==> config.mk <==
export PLATFORM = sky130hd
export DESIGN_NAME = sort_unit_param_flat
export DESIGN_NICKNAME = d
export VERILOG_FILES = /design/src/rtl/sort_unit_param_if.sv /design/src/rtl/sort_unit_param.sv /design/src/flat_wrapper.sv
export SDC_FILE = /design/constraint.sdc
export NUM_CORES = 1
export LEC_CHECK = 0
export ABC_AREA = 1
export CAP_MARGIN = 20
export CORE_MARGIN = 2
export CORE_UTILIZATION = 59
export DETAILED_ROUTE_END_ITERATION = 8
export GPL_TIMING_DRIVEN = 0
export PLACE_DENSITY = 0.86
export SLEW_MARGIN = 5
export SYNTH_ARGS = -nofsm -noshare
export SYNTH_HDL_FRONTEND = slang
export SYNTH_SLANG_ARGS = --single-unit
export TNS_END_PERCENT = 10
==> constraint.sdc <==
create_clock -name clk -period 4.2 [get_ports clk]
set_input_delay 0.42 -clock clk [delete_from_list [all_inputs] [get_ports clk]]
set_output_delay 0.42 -clock clk [all_outputs]
set_load 0.005 [all_outputs]
==> src/rtl/sort_unit_param_if.sv <==
// sort_unit_param_if: host load/read and sort-control bundle for the selection sorter
interface sort_unit_param_if #(
  parameter int WIDTH = 8,
  parameter int AW    = 3
);
  logic             start;
  logic             desc;
  logic [AW-1:0]    last;
  logic             wr;
  logic [AW-1:0]    addr;
  logic [WIDTH-1:0] datain;
  logic [WIDTH-1:0] dataout;
  logic             ready;
  logic             done;
  logic [AW-1:0]    swap_cnt;
  modport master (
    output start, desc, last, wr, addr, datain,
    input  dataout, ready, done, swap_cnt
  );
  modport slave (
    input  start, desc, last, wr, addr, datain,
    output dataout, ready, done, swap_cnt
  );
endinterface

==> src/rtl/sort_unit_param.sv <==
// sort_unit_param: in-place selection sorter over a private synchronous RAM, range 0..last, asc/desc
module sort_unit_param #(
  parameter int WIDTH = 8,
  parameter int AW    = 3
) (
  input logic              clk,
  input logic              nrst,
  sort_unit_param_if.slave bus
);
  localparam int DEPTH = 1 << AW;
  localparam logic [2:0] READY = 3'd0;
  localparam logic [2:0] OUTER = 3'd1;
  localparam logic [2:0] INNER = 3'd2;
  localparam logic [2:0] ENDIN = 3'd3;
  localparam logic [2:0] SWAP  = 3'd4;
  logic [2:0]       state;
  logic [WIDTH-1:0] mem [DEPTH];
  logic [WIDTH-1:0] rdata;
  logic [WIDTH-1:0] m;
  logic [WIDTH-1:0] ival;
  logic [WIDTH-1:0] dataout;
  logic [AW-1:0]    i;
  logic [AW-1:0]    j;
  logic [AW-1:0]    mi;
  logic [AW-1:0]    last_q;
  logic [AW-1:0]    swap_cnt;
  logic [AW-1:0]    raddr;
  logic [AW-1:0]    mem_wa;
  logic [WIDTH-1:0] mem_wd;
  logic             desc_q;
  logic             done;
  logic             host_rd;
  logic             host_wr;
  logic             mem_we;
  logic             better;
  assign bus.dataout  = dataout;
  assign bus.ready    = state == READY;
  assign bus.done     = done;
  assign bus.swap_cnt = swap_cnt;
  // Read address is pre-issued one cycle ahead: each state requests the word the next state consumes
  always_comb begin
    raddr   = state == READY ? (bus.start ? '0 : bus.addr) :
              state == INNER ? j + 1'b1 : i + 1'b1;
    host_rd = state == READY && !bus.start && !bus.wr;
    host_wr = state == READY && !bus.start && bus.wr;
    better  = desc_q ? rdata > m : rdata < m;
    mem_we  = host_wr || (state == ENDIN && mi != i) || state == SWAP;
    mem_wa  = state == READY ? bus.addr : state == SWAP ? i : mi;
    mem_wd  = state == READY ? bus.datain : state == SWAP ? m : ival;
  end
  // RAM array with a single write port and a registered read port; contents survive reset
  always_ff @(posedge clk) begin
    if (mem_we) mem[mem_wa] <= mem_wd;
    rdata <= mem[raddr];
  end
  // Sequencer: outer pass picks i, inner scan tracks the extreme value m at mi, then swap
  always_ff @(posedge clk or negedge nrst) begin
    if (!nrst) begin
      state    <= READY;
      i        <= '0;
      j        <= '0;
      mi       <= '0;
      m        <= '0;
      ival     <= '0;
      last_q   <= '0;
      desc_q   <= 1'b0;
      swap_cnt <= '0;
      done     <= 1'b0;
      dataout  <= '0;
    end else begin
      done <= state == OUTER && i == last_q;
      if (host_rd) dataout <= mem[raddr];
      case (state)
        READY: if (bus.start) begin
          desc_q   <= bus.desc;
          last_q   <= bus.last;
          swap_cnt <= '0;
          i        <= '0;
          state    <= OUTER;
        end
        OUTER: if (i == last_q) begin
          state <= READY;
        end else begin
          m     <= rdata;
          ival  <= rdata;
          mi    <= i;
          j     <= i + 1'b1;
          state <= INNER;
        end
        INNER: begin
          if (better) begin
            m  <= rdata;
            mi <= j;
          end
          if (j == last_q) state <= ENDIN;
          else j <= j + 1'b1;
        end
        ENDIN: if (mi == i) begin
          i     <= i + 1'b1;
          state <= OUTER;
        end else begin
          swap_cnt <= swap_cnt + 1'b1;
          state    <= SWAP;
        end
        SWAP: begin
          i     <= i + 1'b1;
          state <= OUTER;
        end
        default: state <= READY;
      endcase
    end
  end
endmodule
==> src/flat_wrapper.sv <==
// flat-port wrapper written by rule: the top's interface ports become plain ports
module sort_unit_param_flat 
#(
  parameter int WIDTH = 8,
  parameter int AW    = 3
)
  (clk, nrst, bus_start, bus_desc, bus_last, bus_wr, bus_addr, bus_datain, bus_dataout, bus_ready, bus_done, bus_swap_cnt);
  sort_unit_param_if #(.WIDTH(WIDTH), .AW(AW)) bus_i ();
  input logic clk;
  input logic nrst;
  input wire logic [$bits(bus_i.start)-1:0] bus_start;
  input wire logic [$bits(bus_i.desc)-1:0] bus_desc;
  input wire logic [$bits(bus_i.last)-1:0] bus_last;
  input wire logic [$bits(bus_i.wr)-1:0] bus_wr;
  input wire logic [$bits(bus_i.addr)-1:0] bus_addr;
  input wire logic [$bits(bus_i.datain)-1:0] bus_datain;
  output wire logic [$bits(bus_i.dataout)-1:0] bus_dataout;
  output wire logic [$bits(bus_i.ready)-1:0] bus_ready;
  output wire logic [$bits(bus_i.done)-1:0] bus_done;
  output wire logic [$bits(bus_i.swap_cnt)-1:0] bus_swap_cnt;
  assign bus_i.start = bus_start;
  assign bus_i.desc = bus_desc;
  assign bus_i.last = bus_last;
  assign bus_i.wr = bus_wr;
  assign bus_i.addr = bus_addr;
  assign bus_i.datain = bus_datain;
  assign bus_dataout = bus_i.dataout;
  assign bus_ready = bus_i.ready;
  assign bus_done = bus_i.done;
  assign bus_swap_cnt = bus_i.swap_cnt;
  sort_unit_param #(.WIDTH(WIDTH), .AW(AW)) u_core (.clk(clk), .nrst(nrst), .bus(bus_i));
endmodule
* Word level (Yosys, flattened, before mapping) *
Memory sizes are Yosys's and may differ from the RTL's.
Index checks and enable logic that the tools add are counted.

cells by class
  magnitude comparators = 2
  mux-type cells = 29
  bitwise operators = 1
  equality and inequality tests = 15
  add/subtract/negate cells = 3
  reduce and logical (&&, ||, !) cells = 20

operators with widths
  kind                   count
  $mux W3                15
  $mux W8                4
  $pmux W3 S2            3
  $pmux W8 S2            1
  $pmux W3 S5            1
  $ne A2 B2 Y1 const B   6
  $reduce_and A3 Y1      4
  $add A3 B1 Y3 const B  3
  $eq A3 B3 Y1           3
  $pmux W3 S3            1
  $gt A8 B8 Y1           1
  $lt A8 B8 Y1           1
  $eq A3 B2 Y1 const B   2
  $reduce_and A2 Y1      3
  $logic_and A1 B1 Y1    5
  $reduce_bool A2 Y1     2
  $eq A3 B1 Y1 const B   1
  $eq A3 B3 Y1 const B   1
  $logic_not A3 Y1       1
  $mux W1                3
  $ne A3 B3 Y1           1
  $reduce_bool A3 Y1     1
  $logic_not A1 Y1       2
  $logic_or A1 B1 Y1     2
  other kinds (3)        3

storage, ports and cells
  input port bits = 19
  register bits = 52
  output and inout port bits = 13
  memory bits (writable) = 64
  memories = 1
  word-level logic and storage cells = 83

memories
  memory      words  width  read ports  clocked after memory_dff  write ports  RTL line               RTL
  u_core.mem  8      8      1           0                         1            sort_unit_param.sv:17  logic [WIDTH-1:0] mem [DEPTH];

* Logic depth before layout (Yosys ltp) *
  word-level depth = 7
  depth in mapped cells = 13
  mapped depth without buffers = 12

* Worst setup path before layout *
Ideal clock, no wire load.

  path kind = reg2reg
  from = register u_core.state[1]
  to = memory u_core.mem[1][0] (enable)
  cell stages (with the launch flop) = 8
  path buffers = 2
  data required time = 3.830 ns
  library setup time = 0.370 ns
  slack = 2.148 ns
  clock period less this slack = 2.052 ns
  data arrival time = 1.681 ns
  cell sequence = dfrtp_1 buf_6 nor2_4 inv_1 clkbuf_1 a221oi_2 nand2_1 nor2_1

between the ends
  longest elaborated chain between the ends = 7
  elaborated cells on any way between the ends = 12
  classes of those cells = 2 x eq/ne; 4 x mux; 6 x reduce/logical

ends and longest elaborated chain
  what                               RTL line                                      RTL
  from (decl)                        sort_unit_param.sv:16                         logic [2:0] state;
  from (signal assigned)             sort_unit_param.sv:59                         state <= READY;
  from (signal assigned)             sort_unit_param.sv:79                         state <= OUTER;
  from (signal assigned)             sort_unit_param.sv:82                         state <= READY;
  $logic_not A3 Y1                   sort_unit_param.sv:45, sort_unit_param.sv:48
  $logic_and A1 B1 Y1 (2 in series)  sort_unit_param.sv:45                         host_wr = state == READY && !bus.start && bus.wr;
  $logic_or A1 B1 Y1 (2 in series)   sort_unit_param.sv:47                         mem_we = host_wr || (state == ENDIN && mi != i) || state == SWAP;
  $mux W1                            sort_unit_param.sv:53                         if (mem_we) mem[mem_wa] <= mem_wd;
  $mux W1 (implied by the code)      sort_unit_param.sv:53
  to (decl)                          sort_unit_param.sv:17

Several ways; a longest one is shown, not always the timed one.

* Final worst setup path *
  from = register u_core.state[1]
  to = output bus_ready

between the ends
  longest elaborated chain between the ends = 1

ends and longest elaborated chain
  what              RTL line               RTL
  $logic_not A3 Y1  sort_unit_param.sv:37  assign bus.ready = state == READY;
  to (decl)         flat_wrapper.sv:18     output wire logic [$bits(bus_i.ready)-1:0] bus_ready;

Every way passes these cells.

==> flow_metrics.py <==
metrics = {
    "global_routing": {
        "met3_demand_to_capacity_share_in_global_routing_pct": 7.28,
        "first_global_vias": 4315,
        "antenna_found_initial": 0,
        "groute.layer.met2.usage_pct": 45.2,
        "grt_first_pass_wirelength_mm": 21.1,
        "globalRouteTotalUtil_pct": 27.9,
        "grt_overflow_total": 0,
        "grt.met1_usage_pct": 35.7,
        "grt_start_max_net_pins": 39,
        "most_used_routing_layer": "met2",
    },
    "layout": {
        "drive_above_1_share_pct": 11.1,
        "nNetsFinal": 668,
        "layout.filler_cells": 602,
        "synthToLayoutAreaGrowth_pct": 18.5,
        "layout.core_utilization_pct": 71.6,
        "diodes": 0,
    },
    "floorplan": {
        "fp.coreArea_mm2": 0.00915,
        "fp-row-count": 35,
        "initial_utilization_pct": 60.4,
        "die_h_um": 101,
        "top_level_pins": 32,
        "fp.dieArea_mm2": 0.0102,
        "die_w_um": 101,
    },
    "worst_setup_path": {
        "critical-path-top-delay-family": "buffers and inverters",
        "critical_path_class": "flip-flop to primary output",
        "critical_path.endpoint_type": "primary output",
        "path_depth": 6,
        "setup.worst_path.start_class": "flip-flop",
        "reg2reg_depth": 7,
        "worst-endpoint-arrival_ps": 2230,
        "critical_path_buf_inv_count": 4,
        "crit_path_cell_trace": "buf_6, nor2_4, nand2_4, inv_2, buf_2, clkdlybuf4s50_1",
        "critical-path-max-stage-delay_ps": 540,
        "crit_path_max_fanout": 10,
        "critical_path.slowest_cell": "clkdlybuf4s50_1",
        "cp.required_ps": 3780,
    },
    "power": {
        "static-leakage-power_nw": 3.02,
        "internal_power_w": 0.00338,
        "swShare_pct": 41.4,
        "vdd.ir_drop.worst_mv": 0.344,
        "p_sw_w": 0.00239,
        "combinationalPowerShare_pct": 44.9,
        "p_seq_share_pct": 32.1,
        "cellPowerDensity_mw_per_mm2": 880,
        "clock_power_share_pct": 23.0,
    },
    "sta": {
        "max_fclk_mhz": 378,
        "period_needed_ps": 2650,
        "setup-tns-final_ps": 0,
        "grt_setup_unrepaired": "no",
        "finalSetupViolCount": 0,
        "report.final.hold_viol_count": 0,
        "tightestPinTransition_ps": 973,
        "slew_viol_final": 0,
        "fin_crit_share_pct": 63.0,
        "skew_ps": 8.10,
        "timing.slew.headroom_pct": 34.9,
    },
    "synthesis": {
        "postSynthRegisterBits": 116,
        "ys.warnings.count": 0,
        "adder_cell_area_share_of_the_yosys_netlist_pct": 2.49,
        "muxShareOfSynthArea_pct": 1.43,
        "synth_sequential_area_ratio_pct": 57.6,
        "yosys.area.top_type_share_pct": 34.8,
        "synth-edff-count": 64,
        "synth_compound_gate_area_share_pct": 4.89,
        "synth.most_common_cell": "nand2_1",
        "post_synth_and_or_nand_nor_area_fraction_pct": 23.5,
        "synthArstFlopShare_pct": 37.9,
        "synthXorXnorAreaFrac_pct": 1.58,
        "synth_cells": 586,
        "synth.distinct_cells": 37,
        "post_syn_area_per_cell_um2": 9.44,
        "synth_top_cells_by_count": "nand2_1, nand3_1, inv_1",
        "synth_top_family_by_area": "simple AND/OR/NAND/NOR gates",
        "synthFlopType": "edfxtp_1",
        "synth.largest_area_cell": "edfxtp_1",
        "post_synth_instance_area_mm2": 0.00553,
        "syn-num-nets": 616,
        "synthTopCellsByArea": "edfxtp_1, dfrtp_1, nand2_1, nand3_1, inv_1",
    },
    "clocking": {
        "clock-sinks": 116,
        "clk_latency_ps": 520,
        "worst_setup_hold_path_clk_slew_ps": 60,
        "cts_tree": "done",
        "htreeDepth": 4,
        "post_cts_buffers": 0,
        "maximum_buffer_depth_of_the_clock_tree": 2,
        "clock_root_cell": "clkbuf_8",
        "cts-buffers-inserted": 17,
    },
    "route": {
        "detail-route-antenna-nets": 0,
        "first_pass_iters": 6,
        "wl_mm": 13.4,
        "drt-initial-drc-count": 418,
        "dr_total_vias": 4385,
        "route.detailed.drc": 0,
        "route.detailed.vias_per_inst": 5.75,
        "detail_route.wl_per_cell_um": 17.6,
    },
    "place": {
        "detailedPlacementHpwl_mm": 8.98,
        "gp_congestion": 0.887,
        "buffer_ports.inserted": 31,
    },
    "min_path": {
        "hold_class": "primary input to asynchronous set/reset pin",
    },
    "job": {
        "maxcap_viol_count": 0,
    },
    "status": {
        "run_status": "finished clean",
    },
}
[metrics by stage]
stage / power, W / setup slack [ps] / std cells / cell area, um2 / hold WS [ps]
2_1_floorplan: 0.00356 / 2150 / 586 / 5530 / 124
3_3_place_gp: 0.00423 / 1540 / 728 / 5980 / 449
3_5_place_dp: 0.00435 / 1670 / 729 / 5990 / 273
4_1_cts: 0.00572 / 1550 / 762 / 6550 / 258
5_1_grt: 0.00611 / 1450 / 762 / 6550 / 299
6_report: 0.00577 / 1550 / 762 / 6550 / 284
[cells in the final DEF, fill, tap and decap left out, types with 4 or more instances in the layout]
master           instances
a21oi_1                  5
and2_1                   8
buf_2                   10
clkbuf_1                 4
clkbuf_16               18
clkdlybuf4s50_1         30
clkinv_2                 5
dfrtp_1                 44
dfxtp_1                  8
edfxtp_1                64
ha_1                    11
inv_1                   93
inv_2                    5
mux2_2                   7
nand2_1                145
nand2_2                  4
nand3_1                100
nor2_1                  13
o211ai_1                 9
o21ai_0                 24
xnor2_1                  8
[worst paths after layout]
check                                 from                endpoint  slack, ps
min                                   nrst  u_core.bus.swap_cnt[1]        280
max reg2reg                u_core.state[1]        u_core.mem[2][4]       1600
min reg2reg                 u_core.ival[0]          u_core.ival[0]        480
max in group asynchronous             nrst             u_core.m[7]       3460
max                        u_core.state[1]               bus_ready       1550
min in group clk               bus_last[0]        u_core.last_q[0]        430
[routing by layer]
| layer | routed length [um] | vias up |
|---|---|---|
| met5 | 0 | - |
| met4 | 324 | 0 |
| met2 | 6580 | 240 |
| met1 | 5330 | 2083 |
| li1 | - | 2031 |
| met3 | 1150 | 31 |
[kinds of logic after synthesis]
group / after synthesis
compound gates: 45
xor+xnor: 10
fa+ha+maj: 11
buf+inv: 114
flops: 116
mux: 7
simple gates: 283
[final cells by class]
type / instances / area [um2] / share of cell area [%]
Buffer: 16 / 103 / 1.57
Timing Repair Buffer: 33 / 335 / 5.12
Sequential cell: 116 / 3180 / 48.6
Tap cell: 111 / 139 / 2.12
Clock inverter: 8 / 47.5 / 0.725
Inverter: 98 / 368 / 5.61
Clock buffer: 24 / 503 / 7.67
Multi-Input combinational cell: 356 / 1880 / 28.6
[power by group through the flow]
stage / Clock, W / Sequential [W] / Combinational, W
after floorplan: 0 / 0.00181 / 0.00175
after global placement: 0 / 0.00185 / 0.00238
after detailed placement: 0 / 0.00187 / 0.00248
after CTS: 0.00133 / 0.00185 / 0.00255
after global routing: 0.00138 / 0.00188 / 0.00285
final: 0.00133 / 0.00185 / 0.00259
[what timing repair did]
item,4_1_cts,5_1_grt
hold buffers,1,0
endpoints found under the setup margin,0,0
resized for setup,0,0
hold endpoints to repair,27,0
[state kept, by name, summed over array words and instances, names as in the netlist, 8 cells and up]
signal and cells:
u_core.mem 64, u_core.bus.dataout 8, u_core.ival 8, u_core.m 8
u_core.rdata 8
(Power assumes the default switching activity.)
